<file path="src/rtl/bitrev_reorder.sv">
// Output reorder buffer for the SDF FFT tail: accepts frames in bit-reversed order and
// emits them in natural order, ping-ponging between two N-entry banks.
module bitrev_reorder #(
    parameter int N_LOG2 = 4,
    parameter int DW     = 16
) (
    input  logic                 clk,
    input  logic                 rst_n,
    input  logic                 in_valid,
    output logic                 in_ready,
    input  logic signed [DW-1:0] x_in_re,
    input  logic signed [DW-1:0] x_in_im,
    output logic                 out_valid,
    input  logic                 out_ready,
    output logic signed [DW-1:0] x_out_re,
    output logic signed [DW-1:0] x_out_im,
    output logic                 out_first,
    output logic                 out_last
);

    localparam int N  = 1 << N_LOG2;
    localparam int AW = N_LOG2;

    logic          r_wr_bank;
    logic          r_rd_bank;
    logic [AW-1:0] r_wr_cnt;
    logic [AW-1:0] r_rd_cnt;
    logic [1:0]    r_full;
    logic [2*DW-1:0] r_mem [0:2*N-1];

    logic          w_accept;
    logic          w_fetch;
    logic          w_wr_done;
    logic          w_rd_done;
    logic [AW-1:0] w_wr_addr;
    logic [1:0]    w_full_nxt;

    function automatic logic [AW-1:0] bitrev(input logic [AW-1:0] a);
        logic [AW-1:0] r;
        for (int i = 0; i < AW; i++) begin
            r[i] = a[AW-1-i];
        end
        return r;
    endfunction

    assign in_ready  = !r_full[r_wr_bank];
    assign w_accept  = in_valid & in_ready;
    assign w_fetch   = r_full[r_rd_bank] & (!out_valid | out_ready);
    assign w_wr_done = w_accept & (r_wr_cnt == AW'(N - 1));
    assign w_rd_done = w_fetch & (r_rd_cnt == AW'(N - 1));
    assign w_wr_addr = bitrev(r_wr_cnt);

    // A set and a clear in the same cycle always hit different banks, so both apply.
    always_comb begin
        w_full_nxt = r_full;
        if (w_wr_done) w_full_nxt[r_wr_bank] = 1'b1;
        if (w_rd_done) w_full_nxt[r_rd_bank] = 1'b0;
    end

    // NOTE: the sample RAM has no reset so it maps onto block memory; the full flags
    // guarantee no stale word is ever read after reset.
    always_ff @(posedge clk) begin
        if (w_accept) r_mem[{r_wr_bank, w_wr_addr}] <= {x_in_re, x_in_im};
    end

    // NOTE: all sequential state uses non-blocking assignment so every flop samples
    // pre-edge values regardless of statement order.
    always_ff @(posedge clk or negedge rst_n) begin
        if (!rst_n) begin
            r_wr_bank <= 1'b0;
            r_rd_bank <= 1'b0;
            r_wr_cnt  <= '0;
            r_rd_cnt  <= '0;
            r_full    <= '0;
        end else begin
            r_full <= w_full_nxt;
            if (w_accept) begin
                r_wr_cnt <= r_wr_cnt + 1'b1;
                if (w_wr_done) r_wr_bank <= ~r_wr_bank;
            end
            if (w_fetch) begin
                r_rd_cnt <= r_rd_cnt + 1'b1;
                if (w_rd_done) r_rd_bank <= ~r_rd_bank;
            end
        end
    end

    // Output register holds while the consumer stalls.
    always_ff @(posedge clk or negedge rst_n) begin
        if (!rst_n) begin
            out_valid <= 1'b0;
            out_first <= 1'b0;
            out_last  <= 1'b0;
            x_out_re  <= '0;
            x_out_im  <= '0;
        end else if (w_fetch) begin
            {x_out_re, x_out_im} <= r_mem[{r_rd_bank, r_rd_cnt}];
            out_valid <= 1'b1;
            out_first <= (r_rd_cnt == '0);
            out_last  <= (r_rd_cnt == AW'(N - 1));
        end else if (out_ready) begin
            out_valid <= 1'b0;
        end
    end

endmodule

</file>
<file path="config.mk">
export PLATFORM = sky130hd
export DESIGN_NAME = bitrev_reorder
export DESIGN_NICKNAME = d
export VERILOG_FILES = /design/src/rtl/bitrev_reorder.sv
export SDC_FILE = /design/constraint.sdc
export NUM_CORES = 1
export LEC_CHECK = 0
export CAP_MARGIN = 20
export CORE_MARGIN = 3
export CORE_UTILIZATION = 25
export CTS_CLUSTER_SIZE = 25
export DETAILED_ROUTE_END_ITERATION = 8
export MAX_ROUTING_LAYER = met4
export PLACE_DENSITY = 0.48
export SYNTH_ARGS = -nofsm -noshare
export SYNTH_HDL_FRONTEND = slang
export SYNTH_SLANG_ARGS = --single-unit
</file>
<file path="constraint.sdc">
create_clock -name clk -period 4.3 [get_ports clk]
set_input_delay 0.86 -clock clk [delete_from_list [all_inputs] [get_ports clk]]
set_output_delay 0.86 -clock clk [all_outputs]
set_load 0.02 [all_outputs]
</file>
After elaboration in Yosys (flattened, before gate mapping) --
Memories as Yosys holds them, arrays and structs flattened. A register that Yosys moved wholly into a read port is not among the register bits. Index checks and enable logic that the tools add are counted. W data, S select, Z words.
Cells by class: bitwise gates (word level) 10, multiplexer cells 14, $lt $le $gt $ge 4, reduce and logical (&&, ||, !) cells 9, add/sub/neg operators 2, equality and inequality tests 2
Operators with widths (number):
- $mux W1 | 10
- $add A4 B1 Y4 const B | 2
- $eq A4 B4 Y1 const B | 2
- $and A1 B1 Y1 | 4
- $logic_not A4 Y1 | 1
- $lt A1 B2 Y1 const B | 2
- $mux W2 | 2
- $reduce_and A2 Y1 | 2
- $logic_not A1 Y1 | 3
- $and A2 B2 Y2 | 1
- $demux W1 S1 | 2
- $ge A1 B1 Y1 const B | 2
- $logic_and A1 B1 Y1 | 2
- $not A1 Y1 | 2
- $not A2 Y2 | 1
- $or A2 B2 Y2 | 1
- $reduce_bool A2 Y1 | 1
- $or A1 B1 Y1 | 1
Word-level totals: input bits 36, memories kept 1, memory bits (writable) 1024, register bits after elaboration 15, logic and storage cells 50
Memory list:
- r_mem | words 32, width 32, read ports 1, clocked after Yosys merged registers in 1, wr ports 1, line 29 | logic [2*DW-1:0] r_mem [0:2*N-1];

Longest topological paths before layout --
Gate-level depths: netlist of the first run.
depth in word-level cells 8, gate-level depth with buffers 9, depth with buffers taken out 4

Least setup slack after synthesis of the first run --
No wires, ideal clock.
path kind register to register, from register r_wr_bank, to memory r_mem[12][0] in the netlist's numbering, enable pin, arrival time 3.092 ns, setup slack 0.787 ns, data required time 3.879 ns, buffers on the path 2, stages on the path, launching flop included 7, cell sequence dfrtp_1 clkbuf_1 mux2i_1 nand2_1 or3_1 clkbuf_1 nor2_1
On the way: longest elaborated chain between the ends 6
RTL lines:
- start: declaration | line 24 | logic r_wr_bank;
- start signal: assignment | line 79 | if (w_wr_done) r_wr_bank <= ~r_wr_bank;
- $mux W1 (not written as such) (2 in a row) | line 46 | assign in_ready = !r_full[r_wr_bank];
- $logic_not A1 Y1 | line 46
- net in_ready | line 10 | output logic in_ready,
- $and A1 B1 Y1 | line 47 | assign w_accept = in_valid & in_ready;
- $mux W1 | line 63 | if (w_accept) r_mem[{r_wr_bank, w_wr_addr}] <= {x_in_re, x_in_im};
- $mux W1 (not written as such) | line 63
- end: declaration | line 29
The timed path passes the listed nets, and every way through them passes these cells. The select of a mux whose other input is x is not followed.

Worst setup path after layout of the first run --
from register r_wr_bank, to output port in_ready
On the way: longest elaborated chain between the ends 3
RTL lines (line):
- $mux W1 (not written as such) (2 in a row) | 46
- $logic_not A1 Y1 | 46
- end: declaration | 10
Every way passes these cells. The select of a mux whose other input is x is not followed.

==> results by group, run 1 <==
Routing
  – DR pass1 iterations: 5
  – Post-route ant nets: 0
  – Vias per inst: about 4.5
  – WL/cell: ~24 um
  – Final WL: about 110000 um
  – Total vias in the final route: 20000
  – Initial DRC count: approximately 1800
  – DRC errors left: 0

Pwr
  – P_leak: between 15 and 20 nW
  – VDD IR max: between 0.0003 and 0.0004 V
  – Power density over cell area: just over 600 mW/mm^2

Clock tree
  – Clock sinks: about 1100
  – CTS tree: done
  – Clk Latency, worst-skew pair: 710 ps
  – Total CTS buffers: 111
  – Clock slew at reported path FFs: 60 ps
  – Post-CTS Hold Fix Bufs: 0
  – Clock Path Buffers: 3
  – CTS Root Cell: clkbuf_16
  – CTS H-tree depth: 3
  – Post-CTS Setup Inserts: 0
  – Post-cts sizing count: 0

Final layout
  – Layout Nets: about 2200
  – Area Overhead vs Synth: 19.0%
  – Finished Core Util: 0.301
  – Fraction of layout cells with a size suffix above 1: 0.302

Job
  – Maxcap violations: 0

STA
  – RSZ-0062 raised after global routing: false
  – Fin. max-slew vios: 0
  – Setup TNS: 0 ps
  – # setup viols final: 0
  – Final Hold Violating Endpoints: 0
  – Clk_skew: 39.5 ps
  – Final Worst Setup Slack: between 1000 and 1500 ps
  – Worst slew margin: 0.294
  – Period minus WS final: approximately 3100 ps
  – Fin crit share: 0.726
  – Worst slew pin tran: about 1100 ps
  – FMAX: ~320 MHz

Setup path
  – Arrival time worst endpoint: 2260 ps
  – Setup crit end: in_ready
  – Reg2Reg Setup Slack: between 1000 and 1500 ps
  – Worst setup EP type: output port
  – Worst Setup SP: r_wr_bank
  – CP startpoint kind: flop
  – Crit Path Max Fanout: 7
  – Setup CP Type: reg2out
  – Crit Reg-Reg Startpoint: r_rd_cnt[0]
  – RR Endpoint: x_out_im[13]
  – Worst R2R Path Depth: 5
  – CP required: 3440 ps

Global route
  – Grt total ovfl: 0
  – Initial antenna violation count: 6
  – Vias in the first global route: 21300
  – First-pass GRT wire length: roughly 160000 um
  – Largest net degree at the start of global routing: 69
  – GRT Overall Usage: 0.130

Worst hold path
  – HP Class: in2async

Logic synthesis
  – Mapped Area: roughly 0.041 sq mm
  – YS warnings: 0
  – Post-synthesis sequential element count: approximately 1100
  – Sequential-to-total area share from yosys stat: 0.770
  – Most used DFF post-synth: edfxtp_1
  – EDFF count, synth: slightly above 1000
  – Syn_nets: 1995
  – Post-Syn Area per Cell: between 20 and 25 sq um
  – Synth cell types: 45
  – Gate count of the mapped netlist: roughly 2000
  – Asr flop ratio synth: 0.0439

Floorplan
  – Core ar.: about 0.16 sq mm
  – Die Span X: roughly 410 um
  – Die area: 0.171 sq mm
  – # rows: ~150
  – Initial Util: 0.253
  – IO Count: 72
  – Die Y: 413 um

Place
  – Worst slack at placement: roughly 950 ps
  – Global placer's final weighted congestion: just under 0.8
  – Port Buf Inserts: approximately 70
  – HPWL after DPL: ~65000 um

Status
  – Status: finished clean
[cell usage in the layout, fill, tap and decap left out, types with 34 or more instances in the layout]
master / netlist / final
a211oi_1: 36 / 36
buf_4: 9 / 89
clkbuf_16: 0 / 115
clkdlybuf4s50_1: 0 / 70
dfrtp_1: 47 / 43
edfxtp_1: 1024 / 1024
mux2_2: 153 / 153
mux2i_1: 99 / 99
mux4_2: 160 / 160
nand2_1: 76 / 76
nor2_4: 0 / 34
[worst min path at each step]
stage,startpoint,to,slack (ps),cells past startpoint
finish,rst_n,x_out_re[10],280,1
global route,rst_n,x_out_re[10],300,1
CTS,rst_n,x_out_re[10],270,1
detailed placement,out_first,out_first,510,2
global placement,out_first,out_first,520,2
floorplan,r_wr_cnt[3],r_wr_cnt[3],490,1
[state kept, by name (all words and copies together) (netlist names)]
signal     flops
r_mem       1024
x_out_im      16
x_out_re      16
r_rd_cnt       4
r_wr_cnt       4
r_full         2
out_first      1
out_last       1
out_valid      1
r_rd_bank      1
r_wr_bank      1
[cells by family (layout without fill, tap and decap cells)]
kind of cell	after synthesis	in the layout	share of synthesized area
AND/OR/NAND/NOR	171	171	0.0174
flip-flops	1071	1071	0.770
AO/OA/AOI/OAI	168	168	0.0371
XOR/XNOR	7	7	0.00148
adder cells (fa/ha/maj)	3	3	0.000906
multiplexers	417	417	0.154
other	0	3	0
buffers and inverters	119	406	0.0187
[per-layer routing]
layer	track usage	vias up	wire, um
met5	-	-	0
met4	0.0421	0	2930
met3	0.0226	140	5420
met2	0.212	529	53000
met1	0.165	10800	46800
li1	-	8513	-
[metrics by stage]
stage	instance area (sq um)	hold WS [ps]	power, mW	instances
3_5_place_dp	45600	509	21.7	4201
3_3_place_gp	45500	523	21.6	4199
6_report	49300	277	30.7	4421
5_1_grt	49300	302	32.1	4421
2_1_floorplan	41400	493	18.4	1956
4_1_cts	49100	275	31.1	4411
[worst max-delay path, cell delays in order (launching register included)]
cell and delay (ps):
dfrtp_1 470, mux2i_1 380, clkdlybuf4s50_1 720
[report_power, final]
part	leakage [nW]	internal [mW]	switching [mW]	total [mW]
Sequential	9.75	12.1	0.692	12.8
Combinational	3.92	3.73	4.77	8.49
Clock	1.76	5.37	4.00	9.37
Total	15.4	21.2	9.46	30.7
[cell usage after synthesis, types with 2 or more instances]
| cell | number | area [sq um] |
|---|---|---|
| nor3_1 | 3 | 15.0 |
| o22a_1 | 3 | 26.3 |
| buf_4 | 9 | 67.6 |
| o21ai_0 | 5 | 25.0 |
| nand4_1 | 4 | 25.0 |
| clkbuf_1 | 42 | 158 |
| mux4_2 | 160 | 3600 |
| or3_1 | 3 | 18.8 |
| nand2b_1 | 2 | 12.5 |
| nor2_1 | 66 | 248 |
| mux2i_1 | 99 | 991 |
| edfxtp_1 | 1024 | 30700 |
| nand3_1 | 6 | 30.0 |
| mux2_4 | 5 | 75.1 |
| o2111a_1 | 31 | 349 |
| buf_12 | 2 | 40.0 |
| nand2_1 | 76 | 285 |
| clkbuf_4 | 4 | 30.0 |
| mux2_2 | 153 | 1720 |
| o22ai_1 | 31 | 194 |
| dfrtp_1 | 47 | 1180 |
| xnor2_1 | 7 | 61.3 |
| inv_1 | 7 | 26.3 |
| a211oi_2 | 26 | 325 |
| a222oi_1 | 31 | 310 |
| nand3b_1 | 3 | 22.5 |
| buf_6 | 27 | 304 |
| buf_2 | 26 | 130 |
| a211oi_1 | 36 | 270 |
| ha_1 | 3 | 37.5 |
[area by class of cell]
type | instances | area [sq um]
fillers | 15900 | 114000
flip-flops and latches | 1071 | 31900
multi-input cells | 766 | 9030
clock buffers | 153 | 3070
well taps | 2175 | 2720
repair buffers | 189 | 2020
clock inverters | 57 | 512
inverters | 7 | 28.8
diodes | 3 | 7.51
Note: power is estimated with default switching activity, not from simulation.
==> run 2: changes to the inputs <==
--- a/config.mk
+++ b/config.mk
@@ -11,7 +11,7 @@
 export CTS_CLUSTER_SIZE = 25
 export DETAILED_ROUTE_END_ITERATION = 8
 export MAX_ROUTING_LAYER = met4
-export PLACE_DENSITY = 0.48
+export PLACE_DENSITY = 0.49
 export SYNTH_ARGS = -nofsm -noshare
 export SYNTH_HDL_FRONTEND = slang
 export SYNTH_SLANG_ARGS = --single-unit
==> constraint.sdc (replaced) <==
create_clock -name clk -period 2.6 [get_ports clk]
set_input_delay 0.52 -clock clk [delete_from_list [all_inputs] [get_ports clk]]
set_output_delay 0.52 -clock clk [all_outputs]
set_load 0.02 [all_outputs]
==> run 2 against run 1 <==
Sequential cell count is the same; clock-buffer cell count shrank 7; combinational power grew 79%; clock skew shrank 14 ps; critical endpoint is now x_out_re[3]; largest power group unchanged.
==> results by group, run 2 (same netlist as run 1, synthesis figures left out) <==
Status
  – Status: finished clean

Setup path
  – Crit path cell chain: clkdlybuf4s50_1
  – CP max stage cell: clkdlybuf4s50_1
  – Crit Path Max Fanout: 2
  – Worst R2R Path Depth: 6
  – Max stage delay on crit path: about 700 ps
  – Setup CP Type: reg2out
  – CP bufs+invs: 1
  – Dominant delay contributor by cell family on the critical path: buffers and inverters
  – Arrival time worst endpoint: approximately 1900 ps
  – WP depth: 1
  – Worst setup EP type: output port
  – CP startpoint kind: flop
  – CP required: approximately 2100 ps

Final layout
  – Finished Core Util: 0.305
  – Area Overhead vs Synth: 20.5%
  – Commonest non-fill, non-tap cell in the layout: edfxtp_1
  – Largest register FFs: ~1000
  – Commonest non-fill, non-tap cells in the layout: 1024 x edfxtp_1, 160 x mux4_2, 153 x mux2_2
  – Layout Nets: 2229
  – Fill count: ~16000
  – Final std cells w/o fill: 4464
  – Reg with most FFs: r_mem
  – Fraction of layout cells with a size suffix above 1: 0.313
  – Top Registers: r_mem (1024), x_out_im (16), x_out_re (16)

Global route
  – First-pass GRT wire length: 155000 um
  – Initial antenna violation count: 2
  – Grt total ovfl: 0
  – Largest net degree at the start of global routing: 63
  – GRT Overall Usage: 0.131
  – Vias in the first global route: about 21000

STA
  – Setup TNS: 0 ps
  – Final Worst Setup Slack: 137 ps
  – RSZ-0062 raised after global routing: false
  – Fin. max-slew vios: 0
  – Clk_skew: 25.9 ps
  – Final Hold Violating Endpoints: 0
  – FMAX: approximately 410 MHz
  – Period minus WS final: ~2500 ps
  – Worst slew pin tran: 915 ps
  – Fin crit share: 0.947
  – Worst slew margin: 0.390
  – # setup viols final: 0

Routing
  – Total vias in the final route: roughly 20000
  – Vias per inst: around 4.5
  – DR pass1 iterations: 6
  – DRC errors left: 0
  – WL/cell: around 24 um
  – Final WL: ~110000 um
  – Initial DRC count: ~1900
  – Post-route ant nets: 0

Clock tree
  – Clock Path Buffers: 3
  – Clk Latency, worst-skew pair: about 690 ps
  – Total CTS buffers: around 110
  – Clock slew at reported path FFs: around 60 ps
  – CTS H-tree depth: 3
  – CTS tree: done
  – CTS Root Cell: clkbuf_16
  – Clock sinks: about 1100

Pwr
  – Power Total: 51.3 mW
  – VDD IR max: between 0.0006 and 0.0007 V
  – P_leak: about 16 nW
  – Power density over cell area: 1030 mW/mm^2

Floorplan
  – # rows: ~150
  – Die Span X: about 410 um
  – Initial Util: 0.253
  – Die Y: slightly above 400 um
  – IO Count: between 70 and 80
  – Core ar.: about 0.16 sq mm
  – Die area: between 0.15 and 0.2 sq mm

Place
  – Worst slack at placement: -53.8 ps
  – Port Buf Inserts: around 70
  – Global placer's final weighted congestion: between 0.7 and 0.8
  – Placed insts: between 4000 and 5000
  – HPWL after DPL: 66200 um

Job
  – Maxcap violations: 0

Worst hold path
  – HP Class: in2async
[run 2: cell types whose count changed in the layout (fill, tap and decap cells not counted), sizes merged]
cell / before / now
clkbuf: 155 / 146
clkinv: 44 / 55
buf: 117 / 161
diode: 3 / 1
dlygate4sd2: 0 / 1
inv: 10 / 8
dlygate4sd3: 0 / 1
clkdlybuf4s50: 70 / 69
[run 2: cell type report]
cell class	count	area [sq um]	area share
clock inverters	66	475	0.00952
clock buffers	146	3070	0.0614
well taps	2175	2720	0.0545
repair buffers	232	2640	0.0530
flip-flops and latches	1071	31900	0.640
inverters	7	28.8	0.000576
multi-input cells	766	9050	0.181
diodes	1	2.50	0.0000501
[run 2: report_power, final]
group | switching, mW | internal [mW] | total, mW
combinational | 8.48 | 6.72 | 15.2
sequential | 0.764 | 20.1 | 20.9
clock | 6.43 | 8.87 | 15.3
total | 15.7 | 35.7 | 51.3
[run 2: per-layer routing]
metal | share of wire | track usage | routed length (um) | up-vias
met5 | 0 | - | 0 | -
met4 | 0.027 | 0.0365 | 2900 | 0
met3 | 0.045 | 0.0223 | 4950 | 140
met2 | 0.50 | 0.214 | 54100 | 522
met1 | 0.43 | 0.166 | 47000 | 10800
li1 | - | - | - | 8615
[run 2: final timing paths]
path,from,endpoint,slack [ps]
max,x_out_re[3],x_out_re[3],140
min,rst_n,x_out_re[2],520
max reg2reg,r_rd_cnt[0],x_out_re[11],180
min reg2reg,out_first,out_first,530
max in group asynchronous,rst_n,r_rd_cnt[0],1330
min in group clk,out_first,out_first,530
[run 2: what timing repair did]
action / in CTS / in global routing
endpoints found under the hold margin: 42 / 0
endpoints found under the setup margin: 2 / 2
hold buffers: 1 / 0
buffers inserted: 0 / 0
gates resized for setup: 3 / 2
[run 2: per-stage QoR]
step | cell area, sq um | hold slack [ps]
3_3_place_gp | 46400 | 507
4_1_cts | 49900 | 506
3_5_place_dp | 46400 | 517
2_1_floorplan | 41600 | 224
6_report | 49900 | 521
5_1_grt | 49900 | 526
==> run 3: changes to the inputs <==
--- a/config.mk
+++ b/config.mk
@@ -7,11 +7,11 @@
 export LEC_CHECK = 0
 export CAP_MARGIN = 20
 export CORE_MARGIN = 3
-export CORE_UTILIZATION = 25
+export CORE_UTILIZATION = 56
 export CTS_CLUSTER_SIZE = 25
 export DETAILED_ROUTE_END_ITERATION = 8
 export MAX_ROUTING_LAYER = met4
-export PLACE_DENSITY = 0.49
+export PLACE_DENSITY = 0.85
 export SYNTH_ARGS = -nofsm -noshare
 export SYNTH_HDL_FRONTEND = slang
 export SYNTH_SLANG_ARGS = --single-unit
==> run 3 against run 2 <==
Clock power about the same; register-to-register slack worse by 50 ps; hold slack worse by 45 ps; wire length down 4.1%; non-clock buffer count down 16; critical endpoint is now x_out_re[2]; critical path type is now reg2reg; core utilization up 35 points.
==> results by group, run 3 (same netlist as run 1, synthesis figures left out) <==
STA
  – Final Worst Setup Slack: around 130 ps
  – Worst slew pin tran: 931 ps
  – FMAX: around 410 MHz
  – Worst slew margin: 0.376
  – Clk_skew: between 50 and 60 ps
  – Fin crit share: 0.949
  – RSZ-0062 raised after global routing: false
  – Hold WS: 476 ps
  – Final Hold Violating Endpoints: 0
  – Setup TNS: 0 ps
  – Period minus WS final: around 2500 ps
  – # setup viols final: 0
  – Fin. max-slew vios: 0

Status
  – Status: finished clean

Setup path
  – Max stage delay on crit path: 520 ps
  – CP startpoint kind: flop
  – Worst setup EP type: flop
  – Dominant delay contributor by cell family on the critical path: compound AO/OA/AOI/OAI gates
  – Reg2Reg Setup Slack: 130 ps
  – Cell mode on critical path: buf_4
  – Arrival time worst endpoint: roughly 3000 ps
  – CP bufs+invs: 2
  – CP max stage cell: nor3b_4
  – CP required: around 3100 ps
  – Crit path cell chain: buf_4 > nor3b_4 > buf_4 > a222oi_1 > o2111a_1 > a211oi_1
  – Crit Path Max Fanout: 24
  – Setup CP Type: reg2reg

Place
  – Placed inst area: between 0.04 and 0.05 sq mm
  – Port Buf Inserts: 71
  – HPWL after DPL: slightly below 60000 um
  – Global placer's final weighted congestion: about 0.86
  – Worst slack at placement: 123 ps

Job
  – Maxcap violations: 0

Clock tree
  – Total CTS buffers: just over 100
  – Clock Path Buffers: 3
  – CTS tree: done
  – CTS Root Cell: clkbuf_16
  – Clock sinks: roughly 1100
  – CTS H-tree depth: 3
  – Post-CTS Setup Inserts: 0
  – Clock slew at reported path FFs: 60 ps
  – Clk Latency, worst-skew pair: 690 ps

Global route
  – Vias in the first global route: 22400
  – Grt total ovfl: 0
  – Initial antenna violation count: 1
  – First-pass GRT wire length: 153000 um
  – Largest net degree at the start of global routing: 71
  – GRT Overall Usage: 0.281

Floorplan
  – # rows: 99
  – Die Span X: between 200 and 300 um
  – Die Y: about 280 um
  – Core ar.: approximately 0.073 sq mm
  – Die area: about 0.077 sq mm
  – Initial Util: 0.567
  – IO Count: 72

Final layout
  – Fill count: between 4000 and 5000
  – Commonest non-fill, non-tap cell in the layout: edfxtp_1
  – Layout Nets: between 2000 and 2500
  – Post-route cell area: 0.0480 sq mm
  – Reg with most FFs: r_mem
  – Area Overhead vs Synth: 15.8%
  – Inserted Diodes: 0
  – Multi-input logic area: 0.00905 sq mm
  – Reg area: ~0.032 sq mm
  – Finished Core Util: 0.657
  – Top Registers: r_mem (1024), x_out_im (16), x_out_re (16)
  – Largest register FFs: 1024
  – Commonest non-fill, non-tap cells in the layout: 1024 x edfxtp_1, 160 x mux4_2, 153 x mux2_2
  – Fraction of layout cells with a size suffix above 1: 0.304

Routing
  – WL/cell: about 33 um
  – DR pass1 iterations: 9
  – Post-route ant nets: 0
  – Total vias in the final route: between 20000 and 25000
  – Vias per inst: 6.69
  – Final WL: approximately 100000 um
  – DRC errors left: 0
  – Initial DRC count: around 2900

Pwr
  – VDD IR max: between 0.0008 and 0.0009 V
  – P_leak: between 15 and 20 nW
  – Power density over cell area: around 1100 mW/mm^2

Worst hold path
  – HP Class: in2async
[run 3: cell types whose count changed in the layout (fill, tap and decap cells not counted), sizes merged]
| cell | previous run | this run |
|---|---|---|
| clkinv | 55 | 34 |
| inv | 8 | 11 |
| bufinv | 6 | 12 |
| buf | 161 | 145 |
| clkbuf | 146 | 137 |
| diode | 1 | 0 |
[run 3: final cells by class]
type	instances	share of cell area
flip-flops and latches	1071	0.666
multi-input cells	766	0.189
clock buffers	137	0.0568
repair buffers	216	0.0494
well taps	959	0.0250
clock inverters	54	0.0142
inverters	7	0.000600
[run 3: stage by stage]
stage,cells,power [mW]
2_1_floorplan,1956,30.6
3_3_place_gp,3018,35.0
3_5_place_dp,3018,35.6
4_1_cts,3210,50.8
5_1_grt,3210,52.1
6_report,3210,50.7
[run 3: timing repair]
| action | 4_1_cts | 5_1_grt |
|---|---|---|
| gates cloned | 0 | 0 |
| resized for setup | 2 | 1 |
| hold buffers | 1 | 0 |
| endpoints found under the hold margin | 21 | 0 |
| endpoints found under the setup margin | 1 | 2 |
[run 3: worst register-to-register path, cell delays in order (launching register included)]
cell and delay (ps):
dfrtp_4 500, buf_4 200, nor3b_4 530, buf_4 480, a222oi_1 200, o2111a_1 190
a211oi_1 280
[run 3: path summary, 6_finish.rpt]
check	start	end	cells after the start
max in group asynchronous	rst_n	x_out_re[1]	3
min in group clk	out_first	out_first	2
worst max register to register	r_rd_cnt[2]	x_out_re[2]	6
worst min-delay path	rst_n	x_out_im[11]	2
worst max-delay path	r_rd_cnt[2]	x_out_re[2]	6
worst min register to register	out_first	out_first	2
[run 3: power breakdown]
| group | switching, mW | internal, mW | total [mW] |
|---|---|---|---|
| Clock | 6.42 | 8.62 | 15.0 |
| Sequential | 0.745 | 20.1 | 20.8 |
| Combinational | 8.41 | 6.42 | 14.8 |
[run 3: layer usage]
| metal | track usage | vias up | share of wire |
|---|---|---|---|
| li1 | - | 8525 | - |
| met5 | - | - | 0 |
| met1 | 0.343 | 11000 | 0.34 |
| met2 | 0.459 | 1615 | 0.51 |
| met4 | 0.136 | 0 | 0.056 |
| met3 | 0.0487 | 364 | 0.091 |
